==> config.mk <==
export PLATFORM = sky130hd
export DESIGN_NAME = fbdiv_ctrl_flat
export DESIGN_NICKNAME = d
export VERILOG_FILES = /design/src/rtl/fbdiv_ctrl_if.sv /design/src/rtl/fbdiv_ctrl.sv /design/src/flat_wrapper.sv
export SDC_FILE = /design/constraint.sdc
export NUM_CORES = 1
export LEC_CHECK = 0
export CELL_PAD_IN_SITES_DETAIL_PLACEMENT = 1
export CELL_PAD_IN_SITES_GLOBAL_PLACEMENT = 1
export CORE_UTILIZATION = 47
export DETAILED_ROUTE_END_ITERATION = 10
export PLACE_DENSITY = 0.86
export SYNTH_ARGS = -nofsm -noshare
export SYNTH_HDL_FRONTEND = slang
export SYNTH_SLANG_ARGS = --single-unit
export TNS_END_PERCENT = 1
==> constraint.sdc <==
create_clock -name cki -period 3.1 [get_ports cki]
set_input_delay 0.465 -clock cki [delete_from_list [all_inputs] [get_ports cki]]
set_output_delay 0.465 -clock cki [all_outputs]
set_load 0.02 [all_outputs]
==> src/rtl/fbdiv_ctrl_if.sv <==
// rtl/fbdiv_ctrl_if.sv - ratio request/acknowledge bundle for fbdiv_ctrl
// Purpose: carries a new divide ratio from the loop controller to the divider.
// Signals:
//   cfg_req   requester -> divider  level request, held until cfg_ack
//   cfg_n     requester -> divider  requested integer ratio (W bits)
//   cfg_frac  requester -> divider  fractional part (FW bits, only with FBDIV_FRAC_EN)
//   cfg_ack   divider -> requester  one-cycle accept pulse
//   cfg_err   divider -> requester  one-cycle pulse with cfg_ack when cfg_n < 2
// Macro: FBDIV_FRAC_EN adds cfg_frac.
interface fbdiv_ctrl_if #(
    parameter int W  = 8,
    parameter int FW = 8
);
    logic         cfg_req;
    logic [W-1:0] cfg_n;
    logic         cfg_ack;
    logic         cfg_err;
`ifdef FBDIV_FRAC_EN
    logic [FW-1:0] cfg_frac;

    modport master (output cfg_req, cfg_n, cfg_frac, input  cfg_ack, cfg_err);
    modport slave  (input  cfg_req, cfg_n, cfg_frac, output cfg_ack, cfg_err);
`else
    logic unused_fw;
    assign unused_fw = (FW > 0);

    modport master (output cfg_req, cfg_n, input  cfg_ack, cfg_err);
    modport slave  (input  cfg_req, cfg_n, output cfg_ack, cfg_err);
`endif
endinterface

==> src/rtl/fbdiv_ctrl.sv <==
// rtl/fbdiv_ctrl.sv - programmable integer-N PLL feedback divider controller
// Purpose: divides cki by the current ratio, producing a near-50% duty cko and a tc strobe
//   per period; ratio changes are accepted over cfg and applied only at period boundaries.
// Ports:
//   cki   in   VCO clock, all state on posedge
//   rstn  in   asynchronous active-low reset
//   en    in   run request (level)
//   cfg   fbdiv_ctrl_if.slave: cfg_req/cfg_n(/cfg_frac) in, cfg_ack/cfg_err out
//   busy  out  ratio change pending or last period draining
//   cko   out  divided clock (registered)
//   tc    out  one-cycle pulse on the cycle the count wraps to 0
// Macro: FBDIV_FRAC_EN adds cfg_frac and a fractional accumulator (average ratio n + frac/2^FW).
module fbdiv_ctrl #(
    parameter int W     = 8,
    parameter int DEF_N = 8,
    parameter int FW    = 8
) (
    input  logic        cki,
    input  logic        rstn,
    input  logic        en,
    fbdiv_ctrl_if.slave cfg,
    output logic        busy,
    output logic        cko,
    output logic        tc
);
    localparam int CW = W + 1;
    localparam int HW = CW + 1;

    typedef enum logic [1:0] {
        IDLE  = 2'd0,
        RUN   = 2'd1,
        PEND  = 2'd2,
        DRAIN = 2'd3
    } state_t;

    state_t        state_q, state_d;
    logic [CW-1:0] cnt_q, cnt_d;
    // Length of the period in progress; held separately from n_cur so an IDLE/DRAIN
    // ratio write never disturbs the period that is still being counted.
    logic [CW-1:0] per_q, per_d;
    logic [W-1:0]  n_cur_q, n_cur_d;
    logic [W-1:0]  n_pend_q, n_pend_d;
    logic          cko_q, cko_d;
    logic          tc_q, tc_d;
    logic          ack_q, ack_d;
    logic          err_q, err_d;
    logic          busy_q, busy_d;

    logic          accept;
    logic          legal;
    logic          wrap;
    logic          start;
    logic [W-1:0]  n_next;
    logic          extra_next;
    logic [HW-1:0] hi;

`ifdef FBDIV_FRAC_EN
    logic [FW-1:0] acc_q, acc_d;
    logic [FW-1:0] frac_cur_q, frac_cur_d;
    logic [FW-1:0] frac_pend_q, frac_pend_d;
    logic [FW-1:0] frac_next;
`else
    logic unused_fw;
    assign unused_fw = (FW > 0);
`endif

    always_comb begin
        legal  = (cfg.cfg_n >= W'(2));
        // ack_q blocks the cycle the requester is still seeing its acknowledge.
        accept = cfg.cfg_req && !ack_q && (state_q != PEND);
        wrap   = (state_q != IDLE) && (cnt_q == per_q - CW'(1));
        hi     = ({1'b0, per_q} + HW'(1)) >> 1;
    end

    always_comb begin
        state_d  = state_q;
        cnt_d    = cnt_q;
        per_d    = per_q;
        n_cur_d  = n_cur_q;
        n_pend_d = n_pend_q;
        cko_d    = cko_q;
        tc_d     = 1'b0;
        ack_d    = accept;
        err_d    = accept && !legal;
        start    = 1'b0;
        n_next   = n_cur_q;
`ifdef FBDIV_FRAC_EN
        acc_d       = acc_q;
        frac_cur_d  = frac_cur_q;
        frac_pend_d = frac_pend_q;
        frac_next   = frac_cur_q;
`endif

        case (state_q)
            IDLE: begin
                if (accept && legal) begin
                    n_cur_d = cfg.cfg_n;
                    n_next  = cfg.cfg_n;
`ifdef FBDIV_FRAC_EN
                    frac_cur_d = cfg.cfg_frac;
`endif
                end
                if (en) begin
                    state_d = RUN;
                    start   = 1'b1;
                end
            end
            RUN: begin
                start = wrap;
                // A request landing on a wrap edge pends; the period starting now keeps n_cur.
                if (accept && legal) begin
                    n_pend_d = cfg.cfg_n;
`ifdef FBDIV_FRAC_EN
                    frac_pend_d = cfg.cfg_frac;
`endif
                    state_d  = PEND;
                end else if (!en) begin
                    state_d = DRAIN;
                end
            end
            PEND: begin
                if (wrap) begin
                    n_cur_d = n_pend_q;
                    n_next  = n_pend_q;
`ifdef FBDIV_FRAC_EN
                    frac_cur_d = frac_pend_q;
                    frac_next  = frac_pend_q;
`endif
                    start   = 1'b1;
                    state_d = en ? RUN : DRAIN;
                end
            end
            DRAIN: begin
                if (accept && legal) begin
                    n_cur_d = cfg.cfg_n;
`ifdef FBDIV_FRAC_EN
                    frac_cur_d = cfg.cfg_frac;
`endif
                end
                if (wrap) state_d = IDLE;
            end
            default: state_d = IDLE;
        endcase

        extra_next = 1'b0;
`ifdef FBDIV_FRAC_EN
        // The first period after IDLE starts from a cleared accumulator.
        if ((state_q == IDLE) || (state_d == IDLE)) begin
            acc_d = '0;
        end else if (start) begin
            {extra_next, acc_d} = {1'b0, acc_q} + {1'b0, frac_next};
        end
`endif

        if (state_q == IDLE) begin
            cnt_d = '0;
            cko_d = en;
        end else if (wrap) begin
            cnt_d = '0;
            tc_d  = 1'b1;
            cko_d = (state_q != DRAIN);
        end else begin
            cnt_d = cnt_q + CW'(1);
            cko_d = ({1'b0, cnt_d} < hi);
        end

        if (start) per_d = {1'b0, n_next} + CW'(extra_next);

        busy_d = (state_d == PEND) || (state_d == DRAIN);
    end

    always_ff @(posedge cki or negedge rstn) begin
        if (!rstn) begin
            state_q  <= IDLE;
            cnt_q    <= '0;
            per_q    <= CW'(DEF_N);
            n_cur_q  <= W'(DEF_N);
            n_pend_q <= W'(DEF_N);
            cko_q    <= 1'b0;
            tc_q     <= 1'b0;
            ack_q    <= 1'b0;
            err_q    <= 1'b0;
            busy_q   <= 1'b0;
`ifdef FBDIV_FRAC_EN
            acc_q       <= '0;
            frac_cur_q  <= '0;
            frac_pend_q <= '0;
`endif
        end else begin
            state_q  <= state_d;
            cnt_q    <= cnt_d;
            per_q    <= per_d;
            n_cur_q  <= n_cur_d;
            n_pend_q <= n_pend_d;
            cko_q    <= cko_d;
            tc_q     <= tc_d;
            ack_q    <= ack_d;
            err_q    <= err_d;
            busy_q   <= busy_d;
`ifdef FBDIV_FRAC_EN
            acc_q       <= acc_d;
            frac_cur_q  <= frac_cur_d;
            frac_pend_q <= frac_pend_d;
`endif
        end
    end

    assign cko         = cko_q;
    assign tc          = tc_q;
    assign busy        = busy_q;
    assign cfg.cfg_ack = ack_q;
    assign cfg.cfg_err = err_q;
endmodule

==> src/flat_wrapper.sv <==
// flat-port wrapper written by rule: the top's interface ports become plain ports
module fbdiv_ctrl_flat 
#(
    parameter int W     = 8,
    parameter int DEF_N = 8,
    parameter int FW    = 8
)
  (cki, rstn, en, busy, cko, tc, cfg_cfg_req, cfg_cfg_n, cfg_cfg_ack, cfg_cfg_err);
  fbdiv_ctrl_if #(.W(W), .FW(FW)) cfg_i ();
  input  logic cki;
  input  logic rstn;
  input  logic en;
  output logic busy;
  output logic cko;
  output logic tc;
  input wire logic [$bits(cfg_i.cfg_req)-1:0] cfg_cfg_req;
  input wire logic [$bits(cfg_i.cfg_n)-1:0] cfg_cfg_n;
  output wire logic [$bits(cfg_i.cfg_ack)-1:0] cfg_cfg_ack;
  output wire logic [$bits(cfg_i.cfg_err)-1:0] cfg_cfg_err;
  assign cfg_i.cfg_req = cfg_cfg_req;
  assign cfg_i.cfg_n = cfg_cfg_n;
  assign cfg_cfg_ack = cfg_i.cfg_ack;
  assign cfg_cfg_err = cfg_i.cfg_err;
  fbdiv_ctrl #(.W(W), .DEF_N(DEF_N), .FW(FW)) u_core (.cki(cki), .rstn(rstn), .en(en), .cfg(cfg_i), .busy(busy), .cko(cko), .tc(tc));
endmodule
==> results.sh, run 1 <==
export IMPL_synth_xor_xnor_area_share_pct=7.96
export IMPL_drt_pre_antenna_iters=4
export IMPL_synth_top_area_cell="sky130_fd_sc_hd__dfrtp_1"
export IMPL_fmax_mhz=365
export IMPL_core_sq_um=5890
export IMPL_power_density_nw_per_um2=984
export IMPL_ant_nets=0
export IMPL_synth_main_ff_cell="sky130_fd_sc_hd__dfrtp_1"
export IMPL_final_min_period_over_clock_period_pct=88.5
export IMPL_overflow=0
export IMPL_r2r_start="u_core.per_q[0]"
export IMPL_via_count=2369
export IMPL_gpl_final_weighted_congestion=0.814
export IMPL_max_fo_critical_path=18
export IMPL_synthArstFlopShare_pct=100
export IMPL_outcome="finished clean"
export IMPL_ys_types=55
export IMPL_fp_dieW_um=80.0
export IMPL_top_level_ports=17
export IMPL_timing_final_max_slew_violations=0
export IMPL_synthToLayoutAreaGrowth_pct=11.5
export IMPL_synthesis_nets=334
export IMPL_max_vdd_ir_drop_mv=0.421
export IMPL_final_fill_count=687
export IMPL_global_route_usage_total_pct=25.3
export IMPL_final_setup_skew_ns=0.00706
export IMPL_worst_r2r_setup_slack_ns=0.36
export IMPL_antenna_found_initial=0
export IMPL_finish_net_count=348
export IMPL_report_power_total_mw=3.14
export IMPL_tritoncts_num_buffers=5
export IMPL_yosys_area_share_simple_pct=17.8
export IMPL_post_syn_area_per_cell_sq_um=9.35
export IMPL_max_cap_violations=0
export IMPL_critical_path_class="reg -> reg"
export IMPL_initial_core_util_pct=48.6
export IMPL_setup_repair_after_global_routing_missed_its_margin="false"
export IMPL_buffer_ports_inserted=16
export IMPL_post_route_drc_count=0
export IMPL_synth_top_area_share_pct=32.4
export IMPL_cts_tree="built"
export IMPL_dieArea_sq_um=6400
export IMPL_clock_insertion_delay_worst_skew_ns=0.30
export IMPL_finalWorstSetupSlack_ns=0.357
export IMPL_worstSetupEndpointType="flop"
export IMPL_drive_above_1_share_pct=14.3
export IMPL_post_synthesis_register_bit_count=40
export IMPL_power_static_leakage_nw=1.32
export IMPL_insertedDiodeCount=0
export IMPL_synth_yosys_seq_area_share_pct=35.1
export IMPL_cts_buffer_depth=2
export IMPL_post_cts_setup_buffers=0
export IMPL_final_cell_area_sq_um=3190
export IMPL_worst_hold_path_type="in -> async"
export IMPL_place_area_sq_um=3080
export IMPL_ff2ff_path_depth=10
export IMPL_clock_tree_root_cell="sky130_fd_sc_hd__clkbuf_8"
export IMPL_post_synth_instance_area_sq_um=2860
export IMPL_placementRows=28
export IMPL_grt_first_pass_wirelength_um=12300
export IMPL_final_critical_path_time_including_i_o_delays_and_setup_ns=2.74
export IMPL_routedWlPerCell_um=18.6
export IMPL_worst_path_arrival_ns=2.91
export IMPL_post_layout_nonfiller_instances=396
export IMPL_synth_edff_count=0
export IMPL_detailedPlacementHpwl_um=5340
export IMPL_grt_pass1_vias=2531
export IMPL_hold_ws_ns=0.309
export IMPL_synth_commonest_cells="37 x sky130_fd_sc_hd__dfrtp_1, 26 x sky130_fd_sc_hd__nand2_1, 21 x sky130_fd_sc_hd__a21oi_1, 21 x sky130_fd_sc_hd__xnor2_1, 19 x sky130_fd_sc_hd__nor2_1"
export IMPL_synth_compound_area_share_pct=18.7
export IMPL_r2r_end="u_core.per_q[1]"
export IMPL_grt_start_max_net_pins=41
export IMPL_timing_critical_path_from_type="flop"
export IMPL_synth_warning_count=0
export IMPL_post_drt_via_cell_ratio=5.98
export IMPL_clk_pin_slew_worst_paths_ns=0.09
export IMPL_dp_cells=388
export IMPL_clock_sinks=40
export IMPL_drt_iter0_markers=106
export IMPL_die_h_um=80.0
export IMPL_totalNegativeSetupSlack_ns=0
export IMPL_dp_worst_setup_slack_ns=0.191
export IMPL_synthAdderAreaFrac_pct=7.00
export IMPL_yosys_top_cells_area="sky130_fd_sc_hd__dfrtp_1 32%, sky130_fd_sc_hd__ha_1 7.0%, sky130_fd_sc_hd__xnor2_1 6.4%, sky130_fd_sc_hd__mux2_2 5.9%, sky130_fd_sc_hd__a21oi_1 3.7%"
export IMPL_synthesis_instances=306
export IMPL_wirelength_um=7360
export IMPL_largest_family_of_logic_cells_by_synthesized_area="compound AO/OA/AOI/OAI gates"
export IMPL_timing_worst_slew_pin_value_ns=0.961
export IMPL_setup_violations_final=0
export IMPL_synthMuxAreaShare_pct=8.88
export IMPL_postLayoutCoreUtil_pct=54.2
export IMPL_hold_viol_final=0
export IMPL_slew_headroom_pct=35.9
export IMPL_number_of_levels_in_the_clock_h_tree=2
export IMPL_cp_data_required_time_ns=3.27
export IMPL_synth_most_common_cell="sky130_fd_sc_hd__dfrtp_1"
## cells in the final DEF (no fill, tap or decap), types with 8 or more instances in the layout
master	synthesis	routed
sky130_fd_sc_hd__clkdlybuf4s50_1	0	15
sky130_fd_sc_hd__nand3_1	8	8
sky130_fd_sc_hd__mux2_2	15	15
sky130_fd_sc_hd__a22o_1	8	8
sky130_fd_sc_hd__inv_1	11	11
sky130_fd_sc_hd__and2_1	8	8
sky130_fd_sc_hd__a21oi_1	21	21
sky130_fd_sc_hd__o22ai_1	14	14
sky130_fd_sc_hd__nor2_1	19	19
sky130_fd_sc_hd__nand2_1	26	26
sky130_fd_sc_hd__o21ai_0	13	13
sky130_fd_sc_hd__dfrtp_1	37	37
sky130_fd_sc_hd__ha_1	16	16
sky130_fd_sc_hd__xnor2_1	21	21
## what timing repair did
item | CTS | global route
hold buffers | 0 | 0
endpoints found under the setup margin | 0 | 3
resized for setup | 0 | 1
## cells by family after synthesis
group | Yosys count
compound gates | 80
simple gates | 92
xor+xnor | 26
buf+inv | 29
mux | 23
fa+ha+maj | 16
flops | 40
## power by group
group / internal, mW / leakage [nW] / switching, mW / total, mW
Sequential: 0.735 / 0.500 / 0.295 / 1.03
Combinational: 0.787 / 0.764 / 0.884 / 1.67
Clock: 0.239 / 0.0552 / 0.199 / 0.439
## layout make-up
type,instances,area (sq um),area share [%]
Clock buffer,6,72.6,2.27
Clock inverter,2,35.0,1.10
Inverter,13,48.8,1.53
Multi-Input combinational cell,237,1730,54.2
Sequential cell,40,1000,31.5
Tap cell,75,93.8,2.94
Timing Repair Buffer,23,208,6.51
## critical path, stage by stage (launching register included)
cell,delay [ns]
sky130_fd_sc_hd__dfrtp_1,0.46
sky130_fd_sc_hd__inv_1,0.12
sky130_fd_sc_hd__ha_1,0.29
sky130_fd_sc_hd__nor2b_1,0.16
sky130_fd_sc_hd__o21ai_0,0.07
sky130_fd_sc_hd__o21ai_0,0.32
sky130_fd_sc_hd__o21ai_2,0.19
sky130_fd_sc_hd__nand2_1,0.25
sky130_fd_sc_hd__inv_2,0.22
sky130_fd_sc_hd__a311oi_1,0.40
sky130_fd_sc_hd__mux2i_1,0.13
## worst max-delay path by stage
stage                     from                end  slack (ns)  cells past startpoint
5_1_grt        u_core.per_q[0]         u_core.cko        0.15                     10
2_1_floorplan  u_core.per_q[0]    u_core.per_q[2]        0.70                      9
4_1_cts        u_core.per_q[0]  u_core.state_q[0]        0.21                     10
6_report       u_core.per_q[0]    u_core.per_q[1]        0.36                     10
3_3_place_gp      cfg_cfg_n[3]    u_core.per_q[4]        0.33                      9
3_5_place_dp      cfg_cfg_n[3]    u_core.per_q[1]        0.19                      9
## per-layer routing
metal | up-vias | part of all wire, % | global-route usage (%) | wire length, um
li1 | 1130 | - | - | -
met1 | 1201 | 45 | 31.4 | 3330
met2 | 26 | 51 | 44.5 | 3780
met3 | 12 | 1.7 | 2.86 | 122
met4 | 0 | 1.7 | 9.64 | 125
met5 | - | 0 | 0 | 0
## state kept, by name, summed over array words and instances, names as in the netlist
signal,flops
u_core.cnt_q,9
u_core.n_cur_q,8
u_core.n_pend_q,8
u_core.per_q,8
u_core.state_q,2
u_core.busy,1
u_core.cfg.cfg_ack,1
u_core.cfg.cfg_err,1
u_core.cko,1
u_core.tc,1
No activity file was read; power rests on OpenSTA's default activity.
==> inputs of run 2 (changes only) <==
==> constraint.sdc (replaced) <==
create_clock -name cki -period 3 [get_ports cki]
set_input_delay 0.45 -clock cki [delete_from_list [all_inputs] [get_ports cki]]
set_output_delay 0.45 -clock cki [all_outputs]
set_load 0.02 [all_outputs]
==> run 2 against run 1 <==
Net effect: hold slack got worse by 0.037 ns; combinational power rose by 4%; sequential share of layout area barely moved; global-route usage fell by 0.54 points; worst setup slack got worse by 0.12 ns; final area barely moved; maximum frequency fell by 0.87%; largest cell class unchanged; first-iteration DRC count fell by 10%; critical path depth fell by 2.
==> results.sh, run 2 (synthesis results as in run 1) <==
export IMPL_outcome="finished clean"
export IMPL_clock_insertion_delay_worst_skew_ns=0.30
export IMPL_cp_data_required_time_ns=3.16
export IMPL_timing_critical_path_max_delay_family="compound AO/OA/AOI/OAI gates"
export IMPL_drive_above_1_share_pct=14.0
export IMPL_worst_path_arrival_ns=2.92
export IMPL_via_count=2342
export IMPL_regArea_sq_um=1000
export IMPL_fmax_mhz=361
export IMPL_post_drt_via_cell_ratio=5.91
export IMPL_core_sq_um=5890
export IMPL_clk_pin_slew_worst_paths_ns=0.08
export IMPL_tritoncts_num_buffers=5
export IMPL_critical_path_class="reg -> reg"
export IMPL_total_area_of_multi_input_combinational_cells_sq_um=1730
export IMPL_insertedDiodeCount=0
export IMPL_fp_dieW_um=80.0
export IMPL_max_vdd_ir_drop_mv=0.490
export IMPL_worstSetupEndpointType="flop"
export IMPL_buffer_ports_inserted=16
export IMPL_power_static_leakage_nw=1.31
export IMPL_clock_tree_root_cell="sky130_fd_sc_hd__clkbuf_8"
export IMPL_post_cts_resize_count=0
export IMPL_timing_critical_path_cells="nor4_2 > o21ai_0 > o21ai_0 > o21ai_1 > nand2_1 > inv_4 > a311oi_1 > mux2i_1"
export IMPL_dp_cells=388
export IMPL_finish_net_count=348
export IMPL_hold_viol_final=0
export IMPL_timing_critical_path_from_type="flop"
export IMPL_grt_pass1_vias=2385
export IMPL_wirelength_um=7290
export IMPL_setup_repair_after_global_routing_missed_its_margin="false"
export IMPL_worst_path_max_delay_cell="sky130_fd_sc_hd__dfrtp_1"
export IMPL_clock_sinks=40
export IMPL_count_of_hold_fix_buffers_inserted_at_cts=0
export IMPL_cts_buffer_depth=2
export IMPL_regMostFlops="u_core.cnt_q"
export IMPL_placementRows=28
export IMPL_crit_path_frequent_cell="sky130_fd_sc_hd__o21ai_0"
export IMPL_drt_iter0_markers=95
export IMPL_layout_cells_most_common_list="37 x sky130_fd_sc_hd__dfrtp_1, 26 x sky130_fd_sc_hd__nand2_1, 21 x sky130_fd_sc_hd__a21oi_1, 21 x sky130_fd_sc_hd__xnor2_1, 19 x sky130_fd_sc_hd__nor2_1"
export IMPL_final_fill_count=683
export IMPL_final_critical_path_time_including_i_o_delays_and_setup_ns=2.77
export IMPL_number_of_levels_in_the_clock_h_tree=2
export IMPL_initial_core_util_pct=48.6
export IMPL_antenna_found_initial=0
export IMPL_max_cap_violations=0
export IMPL_synthToLayoutAreaGrowth_pct=11.5
export IMPL_timing_final_max_slew_violations=0
export IMPL_dieArea_sq_um=6400
export IMPL_post_cts_setup_buffers=0
export IMPL_post_route_drc_count=0
export IMPL_power_density_nw_per_um2=999
export IMPL_post_layout_nonfiller_instances=396
export IMPL_global_route_usage_total_pct=24.7
export IMPL_drt_pre_antenna_iters=4
export IMPL_overflow=0
export IMPL_detailedPlacementHpwl_um=5380
export IMPL_final_setup_skew_ns=0.0120
export IMPL_slew_headroom_pct=39.7
export IMPL_die_h_um=80.0
export IMPL_final_min_period_over_clock_period_pct=92.2
export IMPL_largest_reg_flops=9
export IMPL_max_fo_critical_path=18
export IMPL_ant_nets=0
export IMPL_grt_start_max_net_pins=41
export IMPL_cp_slowest_stage_delay_ns=0.52
export IMPL_routedWlPerCell_um=18.4
export IMPL_report_power_total_mw=3.18
export IMPL_worst_r2r_setup_slack_ns=0.23
export IMPL_worst_hold_path_type="in -> async"
export IMPL_grt_first_pass_wirelength_um=11900
export IMPL_cts_tree="built"
export IMPL_setup_violations_final=0
export IMPL_cp_num_buf_inv=1
export IMPL_gpl_final_weighted_congestion=0.810
export IMPL_layout_commonest_cell="sky130_fd_sc_hd__dfrtp_1"
export IMPL_timing_worst_slew_pin_value_ns=0.905
export IMPL_top_level_ports=17
export IMPL_totalNegativeSetupSlack_ns=0
==> run 2: layer usage <==
layer	vias to the layer above	track usage [%]	part of all wire, %
met3	6	3.77	2.3
met4	0	5.89	0.95
met2	27	44.9	51
met1	1174	30.5	45
met5	-	0	0
li1	1135	-	-
==> run 2: path summary, 6_finish.rpt <==
| path | start | end | cells after the start |
|---|---|---|---|
| worst max-delay path | u_core.per_q[2] | u_core.per_q[1] | 8 |
| worst min-delay path | rstn | u_core.cnt_q[5] | 1 |
| worst max register to register | u_core.per_q[2] | u_core.per_q[1] | 8 |
| worst min register to register | u_core.n_pend_q[5] | u_core.n_pend_q[5] | 1 |
| max in group asynchronous | rstn | u_core.n_cur_q[0] | 1 |
| min in group cki | u_core.n_pend_q[5] | u_core.n_pend_q[5] | 1 |
==> run 2: area by class of cell <==
| type | instances | share of cell area, % |
|---|---|---|
| Timing Repair Buffer | 23 | 6.90 |
| Clock inverter | 1 | 0.235 |
| Sequential cell | 40 | 31.5 |
| Clock buffer | 7 | 2.71 |
| Multi-Input combinational cell | 237 | 54.1 |
| Inverter | 13 | 1.61 |
| Tap cell | 75 | 2.94 |
==> run 2: metrics by stage <==
step | area, sq um | util (%) | hold WS (ns) | setup WS [ns]
after floorplan | 2860 | - | 0.154 | 0.599
after global placement | 3090 | 52.6 | 0.529 | 0.204
after detailed placement | 3090 | 52.6 | 0.530 | 0.124
after CTS | 3190 | 54.1 | 0.313 | 0.194
after global routing | 3190 | 54.2 | 0.354 | 0.0635
final | 3190 | 54.2 | 0.272 | 0.233
==> run 2: power breakdown <==
| group | internal, mW | switching (mW) | leakage [nW] |
|---|---|---|---|
| logic | 0.819 | 0.911 | 0.768 |
| clock network | 0.187 | 0.203 | 0.0445 |
| registers | 0.760 | 0.304 | 0.500 |
| total | 1.77 | 1.42 | 1.31 |
==> inputs of run 3 (changes only) <==
--- a/config.mk
+++ b/config.mk
@@ -8,6 +8,7 @@
 export CELL_PAD_IN_SITES_DETAIL_PLACEMENT = 1
 export CELL_PAD_IN_SITES_GLOBAL_PLACEMENT = 1
 export CORE_UTILIZATION = 47
+export CTS_BUF_LIST = sky130_fd_sc_hd__clkbuf_16
 export DETAILED_ROUTE_END_ITERATION = 10
 export PLACE_DENSITY = 0.86
 export SYNTH_ARGS = -nofsm -noshare
==> run 3 against run 2 <==
Net effect: core utilization up 0.79 points; first-iteration DRC count grew 11%; clock skew down 0.0045 ns; critical path depth increased by 2; hold slack gained 0.034 ns; combinational power about the same; register-to-register slack better by 0.03 ns; routed wire length increased by 3.0%; via count rose by 2.2%; largest cell class unchanged; worst setup slack improved by 0.027 ns.
==> results.sh, run 3 (synthesis results as in run 1) <==
export IMPL_tritoncts_num_buffers=5
export IMPL_slew_headroom_pct=37.7
export IMPL_layout_commonest_cell="sky130_fd_sc_hd__dfrtp_1"
export IMPL_placementRows=28
export IMPL_insertedDiodeCount=0
export IMPL_cts_tree="built"
export IMPL_final_setup_skew_ns=0.00745
export IMPL_cp_num_buf_inv=2
export IMPL_finish_net_count=348
export IMPL_place_area_sq_um=3090
export IMPL_timing_critical_path_from_type="flop"
export IMPL_timing_final_max_slew_violations=0
export IMPL_max_fo_critical_path=18
export IMPL_antenna_found_initial=0
export IMPL_timing_critical_path_max_delay_family="simple AND/OR/NAND/NOR gates"
export IMPL_fmax_mhz=365
export IMPL_power_combinational_fraction_pct=52.3
export IMPL_worst_path_max_delay_cell="sky130_fd_sc_hd__dfrtp_1"
export IMPL_setup_repair_after_global_routing_missed_its_margin="false"
export IMPL_top_level_ports=17
export IMPL_switching_power_mw=1.46
export IMPL_power_static_leakage_nw=1.34
export IMPL_via_count=2394
export IMPL_clk_pin_slew_worst_paths_ns=0.06
export IMPL_clock_tree_root_cell="sky130_fd_sc_hd__clkbuf_16"
export IMPL_die_h_um=80.0
export IMPL_synthToLayoutAreaGrowth_pct=13.1
export IMPL_grt_pass1_vias=2411
export IMPL_power_switching_share_pct=43.6
export IMPL_power_density_nw_per_um2=1030
export IMPL_clock_sinks=40
export IMPL_drt_iter0_markers=105
export IMPL_grt_first_pass_wirelength_um=12200
export IMPL_post_cts_resize_count=0
export IMPL_final_fill_count=685
export IMPL_totalNegativeSetupSlack_ns=0
export IMPL_drt_pre_antenna_iters=4
export IMPL_hold_viol_final=0
export IMPL_count_of_hold_fix_buffers_inserted_at_cts=0
export IMPL_overflow=0
export IMPL_initial_core_util_pct=48.6
export IMPL_final_cell_area_sq_um=3240
export IMPL_post_cts_setup_buffers=0
export IMPL_power_report_internal_total_mw=1.88
export IMPL_detailedPlacementHpwl_um=5380
export IMPL_cts_buffer_depth=2
export IMPL_grt_start_max_net_pins=41
export IMPL_final_min_period_over_clock_period_pct=91.4
export IMPL_report_power_total_mw=3.34
export IMPL_worst_hold_path_type="in -> async"
export IMPL_postLayoutCoreUtil_pct=55.0
export IMPL_final_critical_path_time_including_i_o_delays_and_setup_ns=2.74
export IMPL_global_route_usage_total_pct=25.5
export IMPL_cp_slowest_stage_delay_ns=0.45
export IMPL_fp_dieW_um=80.0
export IMPL_routedWlPerCell_um=19.0
export IMPL_clock_power_share_pct=15.7
export IMPL_clock_insertion_delay_worst_skew_ns=0.29
export IMPL_max_vdd_ir_drop_mv=0.466
export IMPL_layout_cells_most_common_list="37 x sky130_fd_sc_hd__dfrtp_1, 26 x sky130_fd_sc_hd__nand2_1, 21 x sky130_fd_sc_hd__a21oi_1, 21 x sky130_fd_sc_hd__xnor2_1, 19 x sky130_fd_sc_hd__nor2_1"
export IMPL_gpl_final_weighted_congestion=0.810
export IMPL_worstSetupEndpointType="flop"
export IMPL_cp_data_required_time_ns=3.19
export IMPL_drive_above_1_share_pct=13.7
export IMPL_power_sequential_fraction_pct=32.1
export IMPL_dieArea_sq_um=6400
export IMPL_core_sq_um=5890
export IMPL_largest_reg_flops=9
export IMPL_post_drt_via_cell_ratio=6.05
export IMPL_worst_path_arrival_ns=2.94
export IMPL_critical_path_class="reg -> reg"
export IMPL_regMostFlops="u_core.cnt_q"
export IMPL_buffer_ports_inserted=16
export IMPL_timing_worst_slew_pin_value_ns=0.934
export IMPL_number_of_levels_in_the_clock_h_tree=2
export IMPL_post_route_drc_count=0
export IMPL_ant_nets=0
export IMPL_setup_violations_final=0
export IMPL_outcome="finished clean"
export IMPL_max_cap_violations=0
export IMPL_timing_critical_path_cells="inv_1 > ha_1 > and4bb_1 > a21oi_1 > nand2b_1 > o21ai_1 > nand2_1 > inv_4 > a311oi_1 > mux2i_1"
export IMPL_wirelength_um=7520
run 3: cell count changes in the layout (fill, tap and decap cells not counted), sizes merged:
cell / delta
clkbuf: -2
clkinv: +1
inv: +1
run 3: routing by layer:
metal / share of wire, % / vias up / global-route usage [%]
li1: - / 1137 / -
met1: 44 / 1215 / 31.2
met2: 52 / 35 / 46.2
met3: 2.8 / 7 / 3.77
met4: 1.2 / 0 / 6.96
met5: 0 / - / 0
run 3: cell type report:
cell class / count / area, sq um / share of cell area [%]
multi-input combinational: 237 / 1730 / 53.3
clock buffer: 5 / 125 / 3.87
tap: 75 / 93.8 / 2.90
inverter: 13 / 51.3 / 1.59
clock inverter: 3 / 15.0 / 0.464
timing repair buffer: 23 / 220 / 6.81
sequential: 40 / 1000 / 31.1
run 3: worst register-to-register path: cells and delay by family, from the launching register on:
kind	cells	cell delay, ns
AOI/OAI and AO/OA	3	0.59
adders and majority gates	1	0.29
buffers and inverters	2	0.38
DFF	1	0.45
muxes	1	0.22
and+or+nand+nor	3	0.74
run 3: per-stage QoR:
stage / setup WS, ns / hold WS, ns / instances
global placement: 0.204 / 0.529 / 388
finish: 0.259 / 0.306 / 396
CTS: 0.163 / 0.340 / 396
global route: 0.0623 / 0.389 / 396
detailed placement: 0.124 / 0.530 / 388
floorplan: 0.599 / 0.154 / 306
run 3: power by group through the flow:
stage | Sequential [mW] | Clock, mW | Combinational, mW
2_1_floorplan | 0.947 | 0 | 1.39
3_3_place_gp | 1.05 | 0 | 1.67
3_5_place_dp | 1.07 | 0 | 1.72
4_1_cts | 1.06 | 0.533 | 1.75
5_1_grt | 1.11 | 0.545 | 1.92
6_report | 1.07 | 0.523 | 1.75
run 3: worst paths after layout:
| check | start | endpoint | slack, ns | cells after the start |
|---|---|---|---|---|
| min in group cki | u_core.n_pend_q[5] | u_core.n_pend_q[5] | 0.54 | 1 |
| setup reg to reg | u_core.per_q[0] | u_core.per_q[7] | 0.26 | 10 |
| setup / recovery | u_core.per_q[0] | u_core.per_q[7] | 0.26 | 10 |
| max in group asynchronous | rstn | u_core.per_q[4] | 2.12 | 1 |
| hold / removal | rstn | u_core.cnt_q[5] | 0.31 | 1 |
| hold reg to reg | u_core.n_pend_q[5] | u_core.n_pend_q[5] | 0.54 | 1 |
==> edit 1 (config.mk and constraints of run 2) <==
`W` is set to 8 in 3 places; all go to 6.
--- a/src/rtl/fbdiv_ctrl_if.sv
+++ b/src/rtl/fbdiv_ctrl_if.sv
@@ -10,3 +10,3 @@
 interface fbdiv_ctrl_if #(
-    parameter int W  = 8,
+    parameter int W  = 6,
     parameter int FW = 8
--- a/src/rtl/fbdiv_ctrl.sv
+++ b/src/rtl/fbdiv_ctrl.sv
@@ -13,3 +13,3 @@
 module fbdiv_ctrl #(
-    parameter int W     = 8,
+    parameter int W     = 6,
     parameter int DEF_N = 8,
--- a/src/flat_wrapper.sv
+++ b/src/flat_wrapper.sv
@@ -3,3 +3,3 @@
 #(
-    parameter int W     = 8,
+    parameter int W     = 6,
     parameter int DEF_N = 8,
Interface: changed (resized cfg_cfg_n); port bits go from 17 to 15. No check against the original RTL was run, so the function may have changed too.
==> edit 1 against run 2 <==
- sequential cell count down 8
- combinational power shrank 9.8%
- setup slack gained 22 ps
- area after synthesis fell by 23%
- wire length shrank 19%
- via count is 24% lower
- power decreased by 10%
- design area decreased by 20%
- core utilization grew 2.9 points
- critical path type unchanged
- highest routed layer unchanged
==> edit 1: results (changes against run 2) <==
Setup path
  – Critical Path Fanout Max: 11 (-7)
  – CP Data Arrival Time: 2910 ps (about the same)

Power and ir drop
  – Combinational power share: 54.4% (about the same)
  – Comb. pwr: 1.56 mW (-9.8%)
  – Cell-internal power: 1.604 mW (-9.2%)
  – Sequential power: 0.847 mW (-20%)
  – Pleak: 1.084 nW (-17%)
  – Maximum vdd drop: 0.5557 mV (+13%)

Synthesis
  – Top cells by count, synth: 29 x dfrtp_1, 18 x nor2_1, 15 x nand2_1
  – Post-synthesis mux area share: 8.860% (-0.016 points)
  – Post-synthesis xor/xnor area fraction: 6.659% (-1.3 points)
  – Yosys reg bits: 32 (-20%)
  – Sequential area share after synthesis: 36.29% (+1.2 points)
  – Distinct cells, synth: 57 (+3.6%)
  – Synth Area in Adders: 7.901% (+0.90 points)
  – Synth top area cells: dfrtp_1 33%, ha_1 7.9%, mux2_2 5.1%
  – Synth Area in Compound Gates: 19.47% (+0.76 points)
  – Syn_area_per_cell: 9.987 µm² (+6.8%)

Placement
  – RePlAce Congestion: 0.8859 (+9.4%)
  – Post-DP HPWL: 4186 µm (-22%)
  – Pre-CTS setup slack: 168.5 ps (+44.44 ps)
  – Placed inst area: 0.002412 mm² (-22%)
  – Input/output buffers: 14 (-2)
  – DP Cell Count: 285 (-27%)

Global route
  – Global-route wire length before repair: 9632 µm (-19%)
  – Largest net degree at the start of global routing: 33 (-20%)
  – Vias in the first global route: 1898 (-20%)
  – Gr usage total: 25.30% (+0.55 points)

Clock network
  – Post-CTS setup buffer count: 0 (unchanged)
  – Root buf cell: clkbuf_8

Floorplanning
  – TAP cells: 52 (-31%)

Timing
  – Setup Skew: 5.056 ps (-6.941 ps)
  – Worst slew pin tran: 478.0 ps (-426.9 ps)

Layout
  – Multi-input combinational cell count: 169 (-29%)
  – Inverter count: 10 (-3)
  – Layout area overhead: 14.50%
  – Max reg flops: 7 (-2)
  – Layout fillers: 489 (-28%)
  – Sequential cell area: 804.5 µm² (-20%)
  – Final net count: 264 (-24%)
  – Buffering overhead: 7.886% (+0.98 points)
  – Non-CTS buffers: 22 (-4.3%)
  – Multi-input combinational area share: 51.40% (-2.7 points)

Drt
  – Post-Route WL: 5896 µm (-19%)
  – WL/cell: 20.12 µm (+9.2%)
  – 1st-iter DRT viols: 90 (-5.3%)

Min path
  – Min-delay worst type: reg -> reg

Outcome
  – Status: completed
[edit 1: cell types whose count changed in the layout (fill, tap and decap cells not counted), sizes merged, moves of 7 or more]
cell / run 2 / this run
xnor2: 21 / 9
a311oi: 7 / 0
a21oi: 22 / 6
o22ai: 14 / 1
dfrtp: 37 / 29
o21ai: 14 / 6
and2: 8 / 1
nand2: 26 / 16
[edit 1: worst paths after layout]
check	start	endpoint	slack [ps]
max	u_core.per_q[0]	u_core.per_q[2]	250
min	u_core.n_pend_q[0]	u_core.n_pend_q[0]	520
max reg2reg	u_core.per_q[0]	u_core.per_q[2]	250
min reg2reg	u_core.n_pend_q[0]	u_core.n_pend_q[0]	520
max in group asynchronous	rstn	u_core.n_cur_q[3]	2090
min in group asynchronous	rstn	u_core.cko	570
[edit 1: routing by layer]
layer  wire, µm  global-route usage [%]  part of all wire, %  up-vias
li1           -                       -                    -      837
met4        127                   8.667                  2.2        0
met5          0                       0                    0        -
met2       2880                   42.31                   49       46
met3        237                   4.986                  4.0       11
met1       2650                   32.88                   45      891
==> edit 2 (settings of run 2) <==
Without the edit above. Re-encode `state_t` (4 states) as one-hot, 4 bits wide.
--- a/src/rtl/fbdiv_ctrl.sv
+++ b/src/rtl/fbdiv_ctrl.sv
@@ -28,7 +28,7 @@
 
-    typedef enum logic [1:0] {
-        IDLE  = 2'd0,
-        RUN   = 2'd1,
-        PEND  = 2'd2,
-        DRAIN = 2'd3
+    typedef enum logic [3:0] {
+        IDLE  = 4'b0001,
+        RUN   = 4'b0010,
+        PEND  = 4'b0100,
+        DRAIN = 4'b1000
     } state_t;
Function: same outputs for any inputs over 10 cycles, from zero or initial values and one cycle with rstn low; not proved beyond that.
==> edit 2 against run 2 <==
- die area shrank 4.4%
- wire length grew 6.6%
- synthesized cell count shrank 10%
- sequential cell count grew 2
- power shrank 9.4%
- setup slack lost 170 ps
- area after synthesis shrank 4.5%
- combinational power shrank 18%
- design area shrank 2.7%
- first-iteration DRC count grew 77%
==> edit 2: results (changes against run 2) <==
Placement
  – Post-DP HPWL: 5612 µm (+4.3%)
  – RePlAce Congestion: 0.8515 (+5.2%)
  – Pre-CTS setup slack: -171.2 ps (-295.2 ps)
  – DP Cell Count: 354 (-8.8%)

Layout
  – Final net count: 311 (-11%)
  – Layout fillers: 636 (-6.9%)
  – Multi-input combinational area share: 51.31% (-2.8 points)
  – Sequential portion of the cell area: 34.02% (+2.5 points)
  – Non-CTS buffers: 28 (+22%)
  – Multi-input combinational cell count: 208 (-12%)
  – Inverter count: 4 (-9)
  – Clock tree cell share of total cell area: 2.983% (+0.040 points)

Power and ir drop
  – Pleak: 1.249 nW (-4.8%)
  – Pwr dens: 929.6 mW/mm² (-6.9%)
  – Register share of total power: 37.1% (+3.7 points)
  – Maximum vdd drop: 0.4200 mV (-14%)
  – Sw frac: 44.43% (-0.11 points)
  – Combinational power share: 49.3% (-5.0 points)

Setup path
  – FF-to-FF path depth: 9 (+1)
  – Crit path max-delay cell type: a211oi_1
  – CP endpoint: u_core.n_cur_q[0]
  – Critical Path Fanout Max: 10 (-8)
  – CP startpoint: u_core.per_q[1]
  – CP Data Arrival Time: 3130 ps (+210 ps)
  – R2R setup slack: 60 ps (-170 ps)

Synthesis
  – Synth Area in Adders: 4.581% (-2.4 points)
  – Sequential area share after synthesis: 38.66% (+3.6 points)
  – Distinct cells, synth: 54 (-1.8%)
  – Syn_area_per_cell: 9.969 µm² (+6.6%)
  – Post-synthesis xor/xnor area fraction: 7.375% (-0.58 points)

Global route
  – Global-route wire length before repair: 13070 µm (+9.6%)
  – Largest net degree at the start of global routing: 43 (+4.9%)
  – Vias in the first global route: 2491 (+4.4%)

Drt
  – Post-Route WL: 7772 µm (+6.6%)
  – DR vias: 2421 (+3.4%)
  – WL/cell: 21.47 µm (+17%)

Outcome
  – Status: completed

Clock network
  – Post-CTS Resized: 1 (+1)
[edit 2: cell count changes in the layout (fill, tap and decap cells not counted), moves of 8 or more]
| cell | before | now |
|---|---|---|
| xnor2_1 | 21 | 11 |
| nand4_1 | 0 | 10 |
| a31oi_1 | 0 | 10 |
| and3_1 | 3 | 12 |
| and2_1 | 8 | 17 |
| o21ai_0 | 13 | 4 |
| nand2_1 | 26 | 8 |
| o22ai_1 | 14 | 1 |
| a41oi_1 | 0 | 8 |
| a21oi_1 | 21 | 6 |
[edit 2: through the flow]
step	utilization (%)	setup TNS [ps]	hold slack [ps]	total power, mW
3_3_place_gp	53.95	-812.0	476.6	2.379
6_report	56.03	0	296.7	2.886
4_1_cts	55.71	0	329.1	2.853
5_1_grt	56.03	-121.7	357.3	3.088
3_5_place_dp	53.95	-1430	508.1	2.446
2_1_floorplan	-	0	154.4	2.002
[edit 2: logic make-up after synthesis]
| family | after synthesis |
|---|---|
| and+or+nand+nor | 95 |
| AOI/OAI and AO/OA | 72 |
| DFF | 42 |
| buffers and inverters | 24 |
| xor gates and xnor gates | 23 |
| adders and majority gates | 10 |
| muxes | 8 |
[edit 2: worst min path at each step]
| stage | depth (start not counted) | endpoint | start |
|---|---|---|---|
| after floorplan | 0 | u_core.busy | rstn |
| after global placement | 1 | u_core.cfg.cfg_ack | u_core.cfg.cfg_ack |
| after detailed placement | 1 | u_core.cfg.cfg_ack | u_core.cfg.cfg_ack |
| after CTS | 1 | u_core.cnt_q[5] | rstn |
| after global routing | 1 | u_core.busy | rstn |
| final | 1 | u_core.cnt_q[5] | rstn |
[edit 2: metal layers]
metal  wire length [µm]  vias up  global-route usage (%)
li1                   -     1079                       -
met1               3406     1241                   36.85
met2               3845       88                   45.44
met3                397       13                   4.302
met4                123        0                   8.704
met5                  0        -                       0
